`config.mk`:
```
export PLATFORM = sky130hd
export DESIGN_NAME = phase_inc_sweep_flat
export DESIGN_NICKNAME = d
export VERILOG_FILES = /design/src/rtl/phase_inc_sweep_if.sv /design/src/rtl/phase_inc_sweep.sv /design/src/flat_wrapper.sv
export SDC_FILE = /design/constraint.sdc
export NUM_CORES = 1
export LEC_CHECK = 0
export ABC_AREA = 1
export CAP_MARGIN = 20
export CORE_UTILIZATION = 35
export DETAILED_ROUTE_END_ITERATION = 12
export HOLD_SLACK_MARGIN = 0.05
export MAX_ROUTING_LAYER = met4
export PLACE_DENSITY = 0.62
export SLEW_MARGIN = 20
export SYNTH_ARGS = -nofsm -noshare
export SYNTH_HDL_FRONTEND = slang
export SYNTH_SLANG_ARGS = --single-unit
```
`constraint.sdc`:
```
create_clock -name sys_clk -period 3.8 [get_ports sys_clk]
set_input_delay 0.38 -clock sys_clk [delete_from_list [all_inputs] [get_ports sys_clk]]
set_output_delay 0.38 -clock sys_clk [all_outputs]
set_load 0.02 [all_outputs]
```
`src/rtl/phase_inc_sweep_if.sv`:
```
// Config/trigger and status bundle between the CSR block and the phase-increment sweep generator.
interface phase_inc_sweep_if #(
    parameter int PW = 19,
    parameter int DW = 16
);
    logic [PW-1:0] start_inc;
    logic [PW-1:0] stop_inc;
    logic [PW-1:0] step_inc;
    logic [DW-1:0] dwell;
    logic          loop;
    logic          start;
    logic          abort;
    logic [PW-1:0] phase_inc;
    logic          busy;
    logic          done;
    logic          step_stb;

    modport master (
        output start_inc, stop_inc, step_inc, dwell, loop, start, abort,
        input  phase_inc, busy, done, step_stb
    );

    modport slave (
        input  start_inc, stop_inc, step_inc, dwell, loop, start, abort,
        output phase_inc, busy, done, step_stb
    );
endinterface

```
`src/rtl/phase_inc_sweep.sv`:
```
// Stepped-chirp phase-increment generator feeding the CORDIC/DAC tone stage.
// Optional macro PHASE_INC_SWEEP_LOOP_EN enables seamless pass repetition via the loop input.
module phase_inc_sweep #(
    parameter int PW = 19,
    parameter int DW = 16
) (
    input  logic              sys_clk,
    input  logic              rst_n,
    phase_inc_sweep_if.slave  bus
);

    typedef enum logic {IDLE, RUN} state_t;

    state_t        state, state_nxt;
    logic [DW-1:0] cnt, cnt_nxt;
    logic [PW-1:0] cur, cur_nxt;
    logic          busy_q, busy_nxt;
    logic          done_q, done_nxt;
    logic          stb_q, stb_nxt;
    logic          cfg_ld;

    logic [PW-1:0] stop_q;
    logic [PW-1:0] step_q;
    logic [DW-1:0] reload_q;
    logic          up_q;
`ifdef PHASE_INC_SWEEP_LOOP_EN
    logic [PW-1:0] first_q;
`else
    logic          loop_unused;
    assign loop_unused = bus.loop;
`endif

    function automatic logic [DW-1:0] dwell_m1(input logic [DW-1:0] d);
        return (d == '0) ? '0 : d - DW'(1);
    endfunction

    // Saturating step toward the stop level; a zero step jumps straight to it.
    function automatic logic [PW-1:0] step_up(input logic [PW-1:0] c,
                                              input logic [PW-1:0] s,
                                              input logic [PW-1:0] lim);
        logic [PW:0] sum;
        sum = {1'b0, c} + {1'b0, s};
        if ((s == '0) || (sum > {1'b0, lim}))
            return lim;
        return sum[PW-1:0];
    endfunction

    function automatic logic [PW-1:0] step_dn(input logic [PW-1:0] c,
                                              input logic [PW-1:0] s,
                                              input logic [PW-1:0] lim);
        logic [PW:0] diff;
        diff = {1'b0, c} - {1'b0, s};
        if ((s == '0) || diff[PW] || (diff[PW-1:0] < lim))
            return lim;
        return diff[PW-1:0];
    endfunction

    // Config snapshot: data only, so no reset.
    always_ff @(posedge sys_clk) begin
        if (cfg_ld) begin
            stop_q   <= bus.stop_inc;
            step_q   <= bus.step_inc;
            reload_q <= dwell_m1(bus.dwell);
            up_q     <= (bus.stop_inc >= bus.start_inc);
`ifdef PHASE_INC_SWEEP_LOOP_EN
            first_q  <= bus.start_inc;
`endif
        end
    end

    always_ff @(posedge sys_clk or negedge rst_n) begin
        if (!rst_n) begin
            state  <= IDLE;
            cnt    <= '0;
            cur    <= '0;
            busy_q <= 1'b0;
            done_q <= 1'b0;
            stb_q  <= 1'b0;
        end else begin
            state  <= state_nxt;
            cnt    <= cnt_nxt;
            cur    <= cur_nxt;
            busy_q <= busy_nxt;
            done_q <= done_nxt;
            stb_q  <= stb_nxt;
        end
    end

    always_comb begin
        state_nxt = state;
        cnt_nxt   = cnt;
        cur_nxt   = cur;
        busy_nxt  = busy_q;
        done_nxt  = 1'b0;
        stb_nxt   = 1'b0;
        cfg_ld    = 1'b0;
        case (state)
            IDLE: begin
                if (bus.start && !bus.abort) begin
                    cfg_ld    = 1'b1;
                    cur_nxt   = bus.start_inc;
                    cnt_nxt   = dwell_m1(bus.dwell);
                    stb_nxt   = 1'b1;
                    busy_nxt  = 1'b1;
                    state_nxt = RUN;
                end
            end
            RUN: begin
                if (bus.abort) begin
                    busy_nxt  = 1'b0;
                    state_nxt = IDLE;
                end else if (cnt != '0) begin
                    cnt_nxt = cnt - DW'(1);
                end else if (cur == stop_q) begin
                    done_nxt = 1'b1;
`ifdef PHASE_INC_SWEEP_LOOP_EN
                    // loop is sampled live here so clearing it mid-pass ends after this pass.
                    if (bus.loop) begin
                        cur_nxt = first_q;
                        cnt_nxt = reload_q;
                        stb_nxt = 1'b1;
                    end else begin
                        busy_nxt  = 1'b0;
                        state_nxt = IDLE;
                    end
`else
                    busy_nxt  = 1'b0;
                    state_nxt = IDLE;
`endif
                end else begin
                    cur_nxt = up_q ? step_up(cur, step_q, stop_q)
                                   : step_dn(cur, step_q, stop_q);
                    cnt_nxt = reload_q;
                    stb_nxt = 1'b1;
                end
            end
            default: state_nxt = IDLE;
        endcase
    end

    assign bus.phase_inc = cur;
    assign bus.busy      = busy_q;
    assign bus.done      = done_q;
    assign bus.step_stb  = stb_q;

endmodule

```
`src/flat_wrapper.sv`:
```
// flat-port wrapper written by rule: the top's interface ports become plain ports
module phase_inc_sweep_flat 
#(
    parameter int PW = 19,
    parameter int DW = 16
)
  (sys_clk, rst_n, bus_start_inc, bus_stop_inc, bus_step_inc, bus_dwell, bus_loop, bus_start, bus_abort, bus_phase_inc, bus_busy, bus_done, bus_step_stb);
  phase_inc_sweep_if #(.PW(PW), .DW(DW)) bus_i ();
  input  logic sys_clk;
  input  logic rst_n;
  input wire logic [$bits(bus_i.start_inc)-1:0] bus_start_inc;
  input wire logic [$bits(bus_i.stop_inc)-1:0] bus_stop_inc;
  input wire logic [$bits(bus_i.step_inc)-1:0] bus_step_inc;
  input wire logic [$bits(bus_i.dwell)-1:0] bus_dwell;
  input wire logic [$bits(bus_i.loop)-1:0] bus_loop;
  input wire logic [$bits(bus_i.start)-1:0] bus_start;
  input wire logic [$bits(bus_i.abort)-1:0] bus_abort;
  output wire logic [$bits(bus_i.phase_inc)-1:0] bus_phase_inc;
  output wire logic [$bits(bus_i.busy)-1:0] bus_busy;
  output wire logic [$bits(bus_i.done)-1:0] bus_done;
  output wire logic [$bits(bus_i.step_stb)-1:0] bus_step_stb;
  assign bus_i.start_inc = bus_start_inc;
  assign bus_i.stop_inc = bus_stop_inc;
  assign bus_i.step_inc = bus_step_inc;
  assign bus_i.dwell = bus_dwell;
  assign bus_i.loop = bus_loop;
  assign bus_i.start = bus_start;
  assign bus_i.abort = bus_abort;
  assign bus_phase_inc = bus_i.phase_inc;
  assign bus_busy = bus_i.busy;
  assign bus_done = bus_i.done;
  assign bus_step_stb = bus_i.step_stb;
  phase_inc_sweep #(.PW(PW), .DW(DW)) u_core (.sys_clk(sys_clk), .rst_n(rst_n), .bus(bus_i));
endmodule
```
==> After elaboration in Yosys (flattened, before gate mapping) <==
Index checks and enable logic that the tools add are counted.
{ "totals": {"register_bits": 94, "out_inout_bits": 22, "elab_cells": 81} }
{ "op_classes": {"n_addsub": 4, "n_lt_le_gt_ge": 3, "eq_ne": 8, "n_mux": 44, "n_bitwise": 1, "reduce_logical": 11} }
{ "ops": {"columns": ["cell", "n"], "rows": [
  ["two-way mux 19 bit", 9],
  ["two-way mux 16 bit", 5],
  ["one-hot mux 19 bit (2 select lines)", 1],
  ["one-hot mux 16 bit (2 select lines)", 1],
  ["subtractor 16 x 1 -> 16 bit (second input constant)", 2],
  ["two-way mux 1 bit", 25],
  ["adder 19 x 19 -> 20 bit", 1],
  ["greater-than comparator 20 x 19 -> 1 bit", 1],
  ["subtractor 19 x 19 -> 20 bit", 1],
  ["== test 19 bit", 1],
  ["greater-or-equal comparator 19 bit", 1],
  ["logical NOT 19 bit", 1],
  ["< comparator 19 bit", 1],
  ["logical NOT 16 bit", 1],
  ["nonzero test 16 bit", 1],
  ["!= test 3 bit (second input constant)", 3],
  ["!= test 2 bit (second input constant)", 3],
  ["one-hot mux 1 bit (2 select lines)", 3],
  ["AND reduction 3 bit", 2],
  ["AND reduction 4 bit", 1],
  ["logical OR 1 bit", 3],
  ["!= test 2 x 1 -> 1 bit (second input constant)", 1],
  ["logical AND 1 bit", 1],
  ["logical NOT 1 bit", 1],
  ["inverter 1 bit", 1]
]} }

==> Logic depth before layout (Yosys ltp) <==
{ "logic_depth": {"word_depth": 14, "depth_mapped": 32} }

==> Least setup slack after synthesis <==
No wires, ideal clock.
{ "synth_timing": {"path_kind": "register to register", "from": "reg u_core.state", "to": "reg u_core.reload_q[0] (enable)", "setup_ns": 0.470, "arrival_ns": 3.041, "path_slack_ns": 0.289, "stages_incl_launch_ff": 4, "n_path_buf": 2, "period_less_slack_ns": 3.511, "cell_sequence": "dfrtp_1 -> buf_2 -> clkbuf_1 -> nor2_1"} }
{ "synth_between": {"elab_chain_len": 1} }
{ "synth_lines": {"columns": ["element", "line_no", "rtl"], "rows": [
  ["from (decl)", "phase_inc_sweep.sv:14", "state_t state, state_nxt;"],
  ["from (signal assigned)", "phase_inc_sweep.sv:80", "state <= state_nxt;"],
  ["two-way mux 1 bit", "phase_inc_sweep.sv:97", "case (state)"],
  ["named net u_core.cfg_ld", "phase_inc_sweep.sv:20", "logic cfg_ld;"],
  ["to (signal assigned)", "phase_inc_sweep.sv:63", "reload_q <= dwell_m1(bus.dwell);"],
  ["to (decl)", "phase_inc_sweep.sv:24", "logic [DW-1:0] reload_q;"]
]} }
The timed path passes the listed nets, and every way through them passes these cells.
A chain may end at the register's enable or synchronous reset.

==> Final worst setup path <==
{ "layout_timing": {"from": "reg u_core.step_q[4]", "to": "reg u_core.cur[6] (netlist: u_core.bus.phase_inc[6])"} }
{ "layout_between": {"elab_chain_len": 14, "word_cells_on_any_way": 25, "classes_between": "add/sub: 2; order compare: 2; mux: 17; reduce/logical: 4"} }
{ "layout_lines": {"columns": ["element", "line_no", "rtl"], "rows": [
  ["from (decl)", "phase_inc_sweep.sv:23", "logic [PW-1:0] step_q;"],
  ["from (signal assigned)", "phase_inc_sweep.sv:62", "step_q <= bus.step_inc;"],
  ["adder 19 x 19 -> 20 bit, or another cell as far along", "phase_inc_sweep.sv:42", "sum = {1'b0, c} + {1'b0, s};"],
  ["greater-than comparator 20 x 19 -> 1 bit, or another cell as far along", "phase_inc_sweep.sv:43", "if ((s == '0) || (sum > {1'b0, lim}))"],
  ["logical OR 1 bit, on equally long branches", "phase_inc_sweep.sv:43, phase_inc_sweep.sv:53", null],
  ["two-way mux 1 bit, on equally long branches", "phase_inc_sweep.sv:43, phase_inc_sweep.sv:53", null],
  ["two-way mux 1 bit", "phase_inc_sweep.sv:114", "end else if (cur == stop_q) begin"],
  ["two-way mux 1 bit", "phase_inc_sweep.sv:112", "end else if (cnt != '0) begin"],
  ["two-way mux 1 bit", "phase_inc_sweep.sv:109", "if (bus.abort) begin"],
  ["two-way mux 1 bit", "phase_inc_sweep.sv:97", null],
  ["two-way mux 19 bit, on equally long branches", "phase_inc_sweep.sv:45, phase_inc_sweep.sv:55", null],
  ["two-way mux 19 bit (*)", "phase_inc_sweep.sv:131", "cur_nxt = up_q ? step_up(cur, step_q, stop_q)"],
  ["two-way mux 19 bit (*)", "phase_inc_sweep.sv:114", null],
  ["two-way mux 19 bit (*)", "phase_inc_sweep.sv:112", null],
  ["two-way mux 19 bit (*)", "phase_inc_sweep.sv:109", null],
  ["one-hot mux 19 bit (2 select lines) (*)", "phase_inc_sweep.sv:97", null],
  ["to (signal assigned)", "phase_inc_sweep.sv:82", "cur <= cur_nxt;"],
  ["to (decl)", "phase_inc_sweep.sv:16", "logic [PW-1:0] cur, cur_nxt;"]
]} }
Mark *: on every way between the ends. The rest lies on a longest branch, timed or not. The select of a mux whose other input is x is not followed.

==> results.md <==
- Min Tclk post-route: 3891 ps
- Async set-reset flop share out of synthesis: 41.49%
- Crit. End Element: flip-flop
- H-tree depth: 3
- DRC: 0
- Hold Crit Class: reg -> reg
- CORE AREA: 25400 sq um
- Worst Hold End: u_core.cnt[12]
- Number of fill cells: 2514
- Area Growth Syn to Fin: 35.33%
- Ratio of cells with drive above 1 in the final layout: 23.08%
- Gr usage total: 23.87%
- Switching portion of total power: 47.42%
- Global-route wire length before repair: 47030 um
- CP arrival: 4150 ps
- Worst hold path startpoint: u_core.cnt[12]
- Fin. Hold Viols: 0
- Worst-Skew Late Latency: 370 ps
- WL/cell: 17.46 um
- Clock share of power: 13.3%
- Setup CP Type: reg -> reg
- Flops & latches, synth: 94
- Leakage power figure: 5.745 nW
- Largest net degree at the start of global routing: 40
- Syn avg cell area: 7.398 sq um
- Overall Power: 7.070 mW
- RSZ-0062 raised after global routing: true
- Nets: 1645
- Combinational power share: 67.7%
- Area after DPL: 11280 sq um
- Die height: 163.6 um
- R2r setup slk: -90 ps
- Cells after synthesis: 1236
- Register Area: 2630 sq um
- Status: finished with violations
- Cell row count: 58
- DRT iter0 DRCs: 643
- Initial Utilization: 36.00%
- CP Max Fanout: 7
- Max Clk Rate: 257.0 MHz
- RR Endpoint: u_core.bus.phase_inc[6]
- Synth warnings: 0
- Routed WL: 31470 um
- P_sw: 3.353 mW
- Via/cell ratio: 5.142
- Slew HR: 43.71%
- Cts bufs inserted: 9
- Die area: 26770 sq um
- Initial antenna violation count: 0
- Startpoint types: flip-flop
- Final clock skew: 12.57 ps
- Die X: 163.6 um
- Worst EP required: 4060 ps
- Place WS: -193.5 ps
- Synthesized net count: 1413
- Ports: 100
- Fin worst setup slack: -91.36 ps
- Least-Margin Pin Slew: 836.7 ps
- R2r worst-path depth: 28
- Finished Cell Area: 12370 sq um
- Pins over their slew limit: 0
- Seq pwr share: 19.0%
- R2R Path Start: u_core.step_q[4]
- Most frequent cells in the layout: nand2_1, inv_1, buf_4
- Drt pass-1 iters: 5
- Power Density: 571.4 nW/um^2
- Vias post-DR: 9271
- Worst path top cell family by delay: simple AND/OR/NAND/NOR gates
- Clock Sinks: 94
- Max Cap Viol: 0
- Root Buffer: clkbuf_16
- Clk pin slew, worst setup/hold paths: 80 ps
- Port bufs: 98
- Max stage delay on crit path: 440 ps
- GR Overflow Total: 0
- Worst hold path cell count: 2
- Synthesized area: 9144 sq um
- Leading cell type in the layout, fill and taps excluded: nand2_1
- Vias in the first global route: 8740
- Critical-path top delay cell: edfxtp_1
- Max VDD drop: 0.0002613 V
- Max Root-Sink Buffers: 2
- Netlist cell types: 62
- EDFF count, synth: 55
- Placer Congestion: 0.9556
- Internal power: 3.718 mW
- Period utilisation layout: 102.4%
- Worst path bufs/invs: 5
- Number of routed nets with antenna violations: 0
- Post-synthesis sequential area ratio: 28.74%
- Final setup fails: 2
- Footprint of the multi-input gates: 6036 sq um
- Post-synth top flop: edfxtp_1
- Antenna diode count: 0
- HPWL Detailed: 24240 um
- Violated checks: setup timing
- Most used cell, CP: nand2_1
- CTS tree: built
## registers in the layout, indices dropped and copies added, names as in the netlist
name and cells:
u_core.bus.busy 1, u_core.bus.done 1, u_core.bus.phase_inc 19, u_core.bus.step_stb 1, u_core.cnt 16, u_core.reload_q 16
u_core.state 1, u_core.step_q 19, u_core.stop_q 19, u_core.up_q 1
## cell families after synthesis
kind of cell    after synthesis  synth area share (%)
flops                        94                 28.74
buf+inv                     226                 11.11
fa+ha+maj                    99                 13.71
xor+xnor                     52                 4.981
compound gates              206                 13.60
simple gates                559                 27.86
## cells in the mapped netlist (all sizes together), types with 2 or more instances
cell type | n | area (sq um)
o21bai | 4 | 33.78
xnor2 | 16 | 140.1
edfxtp | 55 | 1652
o31ai | 4 | 30.03
dfrtp | 39 | 975.9
a21o | 3 | 22.52
a211oi | 4 | 30.03
o21ai | 54 | 277.8
o21a | 3 | 22.52
nand3 | 111 | 623.1
ha | 97 | 1214
fa | 2 | 40.04
nor4 | 6 | 50.04
a31o | 2 | 17.52
o211ai | 20 | 173.9
nor2 | 115 | 469.2
buf | 31 | 270.3
or2 | 6 | 37.54
xor2 | 36 | 315.3
clkbuf | 9 | 33.78
a31oi | 12 | 81.33
clkinv | 4 | 28.78
nand2 | 277 | 1072
o221ai | 3 | 26.28
inv | 182 | 683.2
a21oi | 91 | 478.0
o311ai | 2 | 17.52
nor3 | 28 | 176.4
nand4 | 14 | 100.1
## worst reg2reg max path: cells and delay by family, from the launching register on
kind                       cells  cell delay [ps]
DFF                            1              440
adders and majority gates      2              450
buffers and inverters          5              650
AOI/OAI and AO/OA              4              770
and+or+nand+nor               17             1510
## area by class of cell
| class | count | share of cell area (%) |
|---|---|---|
| multi-input combinational | 918 | 48.78 |
| sequential | 94 | 21.25 |
| timing repair buffer | 259 | 18.48 |
| inverter | 186 | 5.824 |
| tap | 330 | 3.337 |
| clock buffer | 9 | 1.820 |
| clock inverter | 7 | 0.5056 |
## repair_timing
action	in CTS	in global routing
resized for setup	19	108
endpoints found under the setup margin	19	19
pin swaps	2	47
gates cloned	2	2
endpoints found under the hold margin	0	23
buffers inserted	1	21
hold buffers	0	1
## routing by layer
layer / up-vias / GRT usage (%) / routed length (um)
met5: - / - / 0
met4: 0 / 5.513 / 751
met3: 52 / 3.276 / 1727
met2: 300 / 40.37 / 15250
met1: 4334 / 30.00 / 13750
li1: 4585 / - / -
## power groups by stage
stage / combinational (mW) / clock [mW] / sequential (mW)
after floorplan: 2.40 / 0 / 1.43
after global placement: 4.02 / 0 / 1.34
after detailed placement: 4.06 / 0 / 1.34
after CTS: 4.19 / 0.964 / 1.32
after global routing: 5.20 / 0.992 / 1.36
final: 4.79 / 0.940 / 1.34
## per-stage QoR
stage	std cells	hold slack (ps)	setup TNS [ps]	util, %
3_5_place_dp	1760	524.4	-3146	44.42
3_3_place_gp	1760	499.7	-2781	44.42
6_report	1803	540.6	-92.98	48.72
4_1_cts	1779	220.1	0	45.91
2_1_floorplan	1236	84.41	0	-
5_1_grt	1803	553.7	-4032	48.72
## worst max-delay path by stage
stage | from | end | slack [ps] | cells after the start
6_report | u_core.step_q[4] | u_core.bus.phase_inc[6] | -90 | 28
4_1_cts | u_core.step_q[5] | u_core.bus.phase_inc[2] | 3 | 30
3_5_place_dp | u_core.bus.phase_inc[4] | u_core.bus.phase_inc[17] | -190 | 29
3_3_place_gp | u_core.step_q[4] | u_core.bus.phase_inc[2] | -180 | 30
5_1_grt | u_core.step_q[4] | u_core.bus.phase_inc[6] | -310 | 30
2_1_floorplan | u_core.state | u_core.reload_q[0] | 290 | 3
Note: power is estimated with default switching activity, not from simulation.
